==> src/rtl/serial_pkg.sv <==
// Shared definitions for the serial link: state encoding, parity helper and
// default frame geometry used by both the receiver and the matching transmitter.
package serial_pkg;

  localparam int DEF_CLKS_PER_BIT = 16;
  localparam int DEF_DATA_BITS    = 8;
  localparam int MAX_DATA_BITS    = 9;

  localparam logic [2:0] ST_IDLE   = 3'd0;
  localparam logic [2:0] ST_START  = 3'd1;
  localparam logic [2:0] ST_DATA   = 3'd2;
  localparam logic [2:0] ST_PARITY = 3'd3;
  localparam logic [2:0] ST_STOP   = 3'd4;
  localparam logic [2:0] ST_BREAK  = 3'd5;

  typedef struct packed {
    logic par_err;
    logic frame_err;
    logic valid;
  } rx_strobe_t;

  // Returns the bit that makes the total count of ones even.
  function automatic logic even_parity(input logic [MAX_DATA_BITS-1:0] d);
    return ^d;
  endfunction

endpackage

==> src/rtl/rx_sync.sv <==
// Two-stage falling-edge synchronizer for the serial line; both flops preset
// to the idle level (1) while clr is low so reset never looks like a start bit.
module rx_sync (
  input  logic clk,
  input  logic clr,
  input  logic d_i,
  output logic q_o
);

  logic s1_q;
  logic s2_q;

  always_ff @(negedge clk or negedge clr) begin
    if (!clr) begin
      s1_q <= 1'b1;
      s2_q <= 1'b1;
    end else begin
      s1_q <= d_i;
      s2_q <= s1_q;
    end
  end

  assign q_o = s2_q;

endmodule

==> src/rtl/serial_frame_rx.sv <==
// Oversampling serial frame receiver (start, DATA_BITS LSB first, optional even
// parity when PARITY_EN is defined, one stop); falling-edge state, active-low ce.
module serial_frame_rx
  import serial_pkg::*;
#(
  parameter int CLKS_PER_BIT = DEF_CLKS_PER_BIT,
  parameter int DATA_BITS    = DEF_DATA_BITS
) (
  input  logic                 clk,
  input  logic                 clr,
  input  logic                 ce,
  input  logic                 rxd,
  output logic [DATA_BITS-1:0] data,
  output logic                 valid,
  output logic                 frame_err,
  output logic                 par_err,
  output logic                 busy
);

  localparam int CNT_W = $clog2(CLKS_PER_BIT);
  localparam int IDX_W = $clog2(DATA_BITS + 1);

  localparam logic [CNT_W-1:0] CNT_ONE   = CNT_W'(1);
  localparam logic [CNT_W-1:0] HALF_LAST = CNT_W'(CLKS_PER_BIT / 2 - 1);
  localparam logic [CNT_W-1:0] BIT_LAST  = CNT_W'(CLKS_PER_BIT - 1);
  localparam logic [IDX_W-1:0] IDX_ONE   = IDX_W'(1);
  localparam logic [IDX_W-1:0] IDX_LAST  = IDX_W'(DATA_BITS - 1);

  logic                 rx_s;
  logic [2:0]           state_q, state_d;
  logic [CNT_W-1:0]     cnt_q, cnt_d;
  logic [IDX_W-1:0]     idx_q, idx_d;
  logic [DATA_BITS-1:0] shift_q, shift_d;
  logic [DATA_BITS-1:0] data_q, data_d;
  rx_strobe_t           strb_q, strb_d;
  logic                 bit_tick;

  rx_sync u_sync (
    .clk (clk),
    .clr (clr),
    .d_i (rxd),
    .q_o (rx_s)
  );

`ifdef PARITY_EN
  localparam logic [2:0] ST_AFTER_DATA = ST_PARITY;

  logic                     perr_q, perr_d;
  logic [MAX_DATA_BITS-1:0] par_vec;
  logic                     par_mismatch;

  always_comb begin
    par_vec                = '0;
    par_vec[DATA_BITS-1:0] = shift_q;
  end

  assign par_mismatch = even_parity(par_vec) ^ rx_s;

  always_ff @(negedge clk or negedge clr) begin
    if (!clr) begin
      perr_q <= 1'b0;
    end else begin
      perr_q <= perr_d;
    end
  end
`else
  localparam logic [2:0] ST_AFTER_DATA = ST_STOP;
`endif

  // Full bit cells are timed from the previous sample, so one shared test suffices.
  assign bit_tick = (cnt_q == BIT_LAST);

  always_comb begin
    state_d = state_q;
    cnt_d   = cnt_q;
    idx_d   = idx_q;
    shift_d = shift_q;
    data_d  = data_q;
    strb_d  = '0;
`ifdef PARITY_EN
    perr_d  = perr_q;
`endif
    if (!ce) begin
      case (state_q)
        ST_IDLE: begin
          if (!rx_s) begin
            state_d = ST_START;
            cnt_d   = '0;
          end
        end
        ST_START: begin
          if (cnt_q == HALF_LAST) begin
            cnt_d   = '0;
            idx_d   = '0;
            state_d = rx_s ? ST_IDLE : ST_DATA;
`ifdef PARITY_EN
            perr_d  = 1'b0;
`endif
          end else begin
            cnt_d = cnt_q + CNT_ONE;
          end
        end
        ST_DATA: begin
          cnt_d = bit_tick ? '0 : cnt_q + CNT_ONE;
          if (bit_tick) begin
            shift_d = {rx_s, shift_q[DATA_BITS-1:1]};
            if (idx_q == IDX_LAST) begin
              idx_d   = '0;
              state_d = ST_AFTER_DATA;
            end else begin
              idx_d = idx_q + IDX_ONE;
            end
          end
        end
`ifdef PARITY_EN
        ST_PARITY: begin
          cnt_d = bit_tick ? '0 : cnt_q + CNT_ONE;
          if (bit_tick) begin
            perr_d  = par_mismatch;
            state_d = ST_STOP;
          end
        end
`endif
        ST_STOP: begin
          cnt_d = bit_tick ? '0 : cnt_q + CNT_ONE;
          if (bit_tick) begin
            data_d = shift_q;
            if (rx_s) begin
              state_d = ST_IDLE;
`ifdef PARITY_EN
              strb_d.valid   = ~perr_q;
              strb_d.par_err = perr_q;
`else
              strb_d.valid   = 1'b1;
`endif
            end else begin
              strb_d.frame_err = 1'b1;
              state_d          = ST_BREAK;
            end
          end
        end
        ST_BREAK: begin
          // Hold off until the line returns high so a long low is not a new start.
          if (rx_s) begin
            state_d = ST_IDLE;
          end
        end
        default: begin
          state_d = ST_IDLE;
        end
      endcase
    end
  end

  always_ff @(negedge clk or negedge clr) begin
    if (!clr) begin
      state_q <= ST_IDLE;
      cnt_q   <= '0;
      idx_q   <= '0;
      shift_q <= '0;
      data_q  <= '0;
      strb_q  <= '0;
    end else begin
      state_q <= state_d;
      cnt_q   <= cnt_d;
      idx_q   <= idx_d;
      shift_q <= shift_d;
      data_q  <= data_d;
      strb_q  <= strb_d;
    end
  end

  assign data      = data_q;
  assign valid     = strb_q.valid;
  assign frame_err = strb_q.frame_err;
  assign par_err   = strb_q.par_err;
  assign busy      = (state_q != ST_IDLE);

endmodule

==> config.mk <==
export PLATFORM = sky130hd
export DESIGN_NAME = serial_frame_rx
export DESIGN_NICKNAME = d
export VERILOG_FILES = /design/src/rtl/serial_pkg.sv /design/src/rtl/rx_sync.sv /design/src/rtl/serial_frame_rx.sv
export SDC_FILE = /design/constraint.sdc
export NUM_CORES = 1
export LEC_CHECK = 0
export BUFFER_PORTS_ARGS = -buffer_cell sky130_fd_sc_hd__clkbuf_2
export CORE_MARGIN = 4
export CORE_UTILIZATION = 57
export CTS_CLUSTER_SIZE = 10
export DETAILED_ROUTE_END_ITERATION = 8
export HOLD_SLACK_MARGIN = 0.1
export MAX_ROUTING_LAYER = met4
export PLACE_DENSITY_LB_ADDON = 0.15
export SLEW_MARGIN = 20
export SYNTH_ARGS = -nofsm -noshare
export SYNTH_HDL_FRONTEND = slang
export SYNTH_SLANG_ARGS = --single-unit
==> constraint.sdc <==
create_clock -name clk -period 2 [get_ports clk]
set_input_delay 0.4 -clock clk [delete_from_list [all_inputs] [get_ports clk]]
set_output_delay 0.4 -clock clk [all_outputs]
set_load 0.05 [all_outputs]
==> out/results.tsv <==
stage	metric	value	unit
floorplanning	die_h	59.60	um
placed_design	hpwl	2.130	mm
grt	grt_pass1_wl	5.499	mm
logic_synthesis	synth_seq_area_share	51.28	%
logic_synthesis	synth_largest_area_cell	dfrtn_1	
floorplanning	dieWidth	59.60	um
timing	slew_violations	0	
detailed_routing	drtPass1Iterations	4	
setup_path	cp-start-kind	flip-flop	
floorplanning	io_pins	16	
grt	grt_util_all_layers	22.48	%
clock_tree	clkTransAtPathRegs	70	ps
setup_path	rrSetupSlack	-50	ps
run_status	status	finished, violations left	
finish	syn_to_final_growth	41.47	%
setup_path	worst_r2r_path_depth	6	
timing	layout_setup_ws	-658.9	ps
pwr	total_power	1.853	mW
detailed_routing	vias	1244	
logic_synthesis	synth.distinct_cells	44	
logic_synthesis	synth-seq-cells	31	
placed_design	routabilityCongestion	0.8561	
setup_path	end_kind	primary output	
setup_path	r2r_end	shift_q[1]	
worst_hold_path	hold_depth	0	
logic_synthesis	syn-mean-instance-area	11.77	um^2
logic_synthesis	synthesis.area	0.001518	mm^2
floorplanning	initial_core_util	60.71	%
finish	nets	180	
logic_synthesis	synth-edff-count	0	
logic_synthesis	synth_top_area_share	47.82	%
worst_hold_path	holdPathEnd	u_sync.q_o	
timing	rsz0062_at_grt	true	
timing	hold_violations	0	
worst_hold_path	hp-start	u_sync.s1_q	
clock_tree	cts_buffers	5	
detailed_routing	vias_per_cell	6.068	
detailed_routing	drt_iter0_markers	54	
logic_synthesis	yosysWarnings	0	
pwr	leakagePower	1.046	nW
flow_run	timing.max_cap.violations	0	
logic_synthesis	async_reset_ff_share	100.0	%
floorplanning	core_area	0.002500	mm^2
clock_tree	clock_sinks	31	
logic_synthesis	synthTopCellsByArea	dfrtn_1 48%, mux2_4 7.9%, mux2_2 5.9%	
detailed_routing	drcViolationCount	0	
grt	grt_overflow_total	0	
clock_tree	clk-insertion-delay-late	370	ps
logic_synthesis	synth_nets	135	
clock_tree	cts_tree	done	
grt	grt_pass1_vias	1135	
detailed_routing	drtAntennaViolNets	0	
grt	antenna_found_initial	0	
timing	setup_viol	30	
timing	maxSlewHeadroom	62.22	%
clock_tree	cts_htree_levels	2	
setup_path	r2r_start	state_q[1]	
timing	max_slew.worst_pin.slew	558.8	ps
floorplanning	rows	18	
placed_design	portBuffers	14	
detailed_routing	wl_per_cell	17.30	um
timing	finClkSkew	56.04	ps
worst_hold_path	hp-class	reg -> reg	
logic_synthesis	synth-main-ff-cell	dfrtn_1	
setup_path	critPathRequiredTime	1600	ps
floorplanning	dieArea	0.003552	mm^2
timing	holdWs	363.9	ps
pwr	powerDensity	862.9	mW/mm^2
setup_path	critPathMaxFanout	2	
run_status	violations	setup timing	
pwr	ir_worst_vdd	0.9101	mV
logic_synthesis	synthCells	129	
clock_tree	root_buffer	clkbuf_4	
finish	drive_gt1_share	49.71	%
grt	grt_max_degree	18	
finish	antenna_cells	0	
setup_path	cp.arrival	2260	ps
detailed_routing	wirelength	3.546	mm
setup_path	crit_type	reg -> out	
clock_tree	clock_path_buffers	2	
placed_design	preCtsSetupSlack	-536.1	ps
==> cell usage after synthesis (3+ instances only) <==
master	n
nand2_1	10
a41oi_1	3
nor2_1	9
o21ai_0	8
mux2_4	8
inv_1	5
dfrtn_1	29
mux2_2	8
==> how the worst max path moves through the flow <==
stage                     slack (ps)       end       start  cells past startpoint
after floorplan                 -560   data[0]          ce                      4
after global placement          -520   data[1]          ce                      3
after detailed placement        -540  idx_q[0]          ce                      6
after CTS                       -680      busy  state_q[1]                      2
after global routing            -700      busy  state_q[1]                      2
final                           -660      busy  state_q[1]                      2
==> area by class of cell <==
type	count	area, um^2
Clock buffer	7	76.32
Sequential cell	31	778.2
Timing Repair Buffer	42	444.2
Tap cell	30	37.54
Inverter	4	15.01
Multi-Input combinational cell	88	783.3
Clock inverter	3	12.51
Fill cell	115	352.8
==> stage by stage <==
step	setup TNS, ps	std cells	cell area, um^2	utilization, %
finish	-5882	205	2147	85.89
global route	-6312	205	2147	85.89
CTS	-6109	200	2077	83.08
detailed placement	-13150	187	1849	73.97
global placement	-12650	187	1849	73.97
floorplan	-11030	129	1594	-
==> routing by layer <==
metal / vias to the layer above / global-route usage [%] / part of all wire [%]
met1: 613 / 27.68 / 41
met3: 12 / 4.793 / 6.1
li1: 565 / - / -
met4: 0 / 12.34 / 3.5
met2: 54 / 34.32 / 49
met5: - / - / 0
==> where the power goes <==
part           internal (mW)  switching (mW)  leakage [nW]
combinational          0.271           0.343         0.573
clock                  0.250           0.231        0.0571
sequential             0.694          0.0632         0.417
total                   1.21           0.638          1.05
==> flip-flops by register name (all words and copies together) (netlist names) <==
name         flops
data             8
shift_q          8
cnt_q            4
idx_q            4
state_q          3
frame_err        1
u_sync.q_o       1
u_sync.s1_q      1
valid            1
==> logic make-up (layout without fill, tap and decap cells) <==
group | after synthesis | in the layout | share of synthesized area [%]
multiplexers | 16 | 16 | 13.85
AO/OA/AOI/OAI | 25 | 25 | 11.79
AND/OR/NAND/NOR | 41 | 42 | 16.08
buffers and inverters | 11 | 56 | 3.874
flip-flops | 31 | 31 | 51.28
adder cells (fa/ha/maj) | 3 | 3 | 2.308
XOR/XNOR | 1 | 1 | 0.5772
other | 1 | 1 | 0.2471
==> cells in the final DEF (no fill, tap or decap), drive strengths merged, types with 3 or more instances in the layout <==
cell type	instances
mux2	16
nor3	3
dfrtn	29
o21ai	8
inv	6
clkbuf	9
or2	3
buf	40
a41oi	3
nor2	9
nand2	10
and3	3
==> what timing repair did <==
action | CTS | global route
gates resized for setup | 24 | 19
pin swaps | 3 | 1
hold buffers | 0 | 0
gates cloned | 1 | 0
setup endpoints to repair | 34 | 36
buffers inserted | 3 | 5
==> worst max-delay path, stage by stage (launching register included) <==
cell and delay, ps:
dfrtn_1 350, or3_4 420, buf_8 160
(Power assumes the default switching activity.)
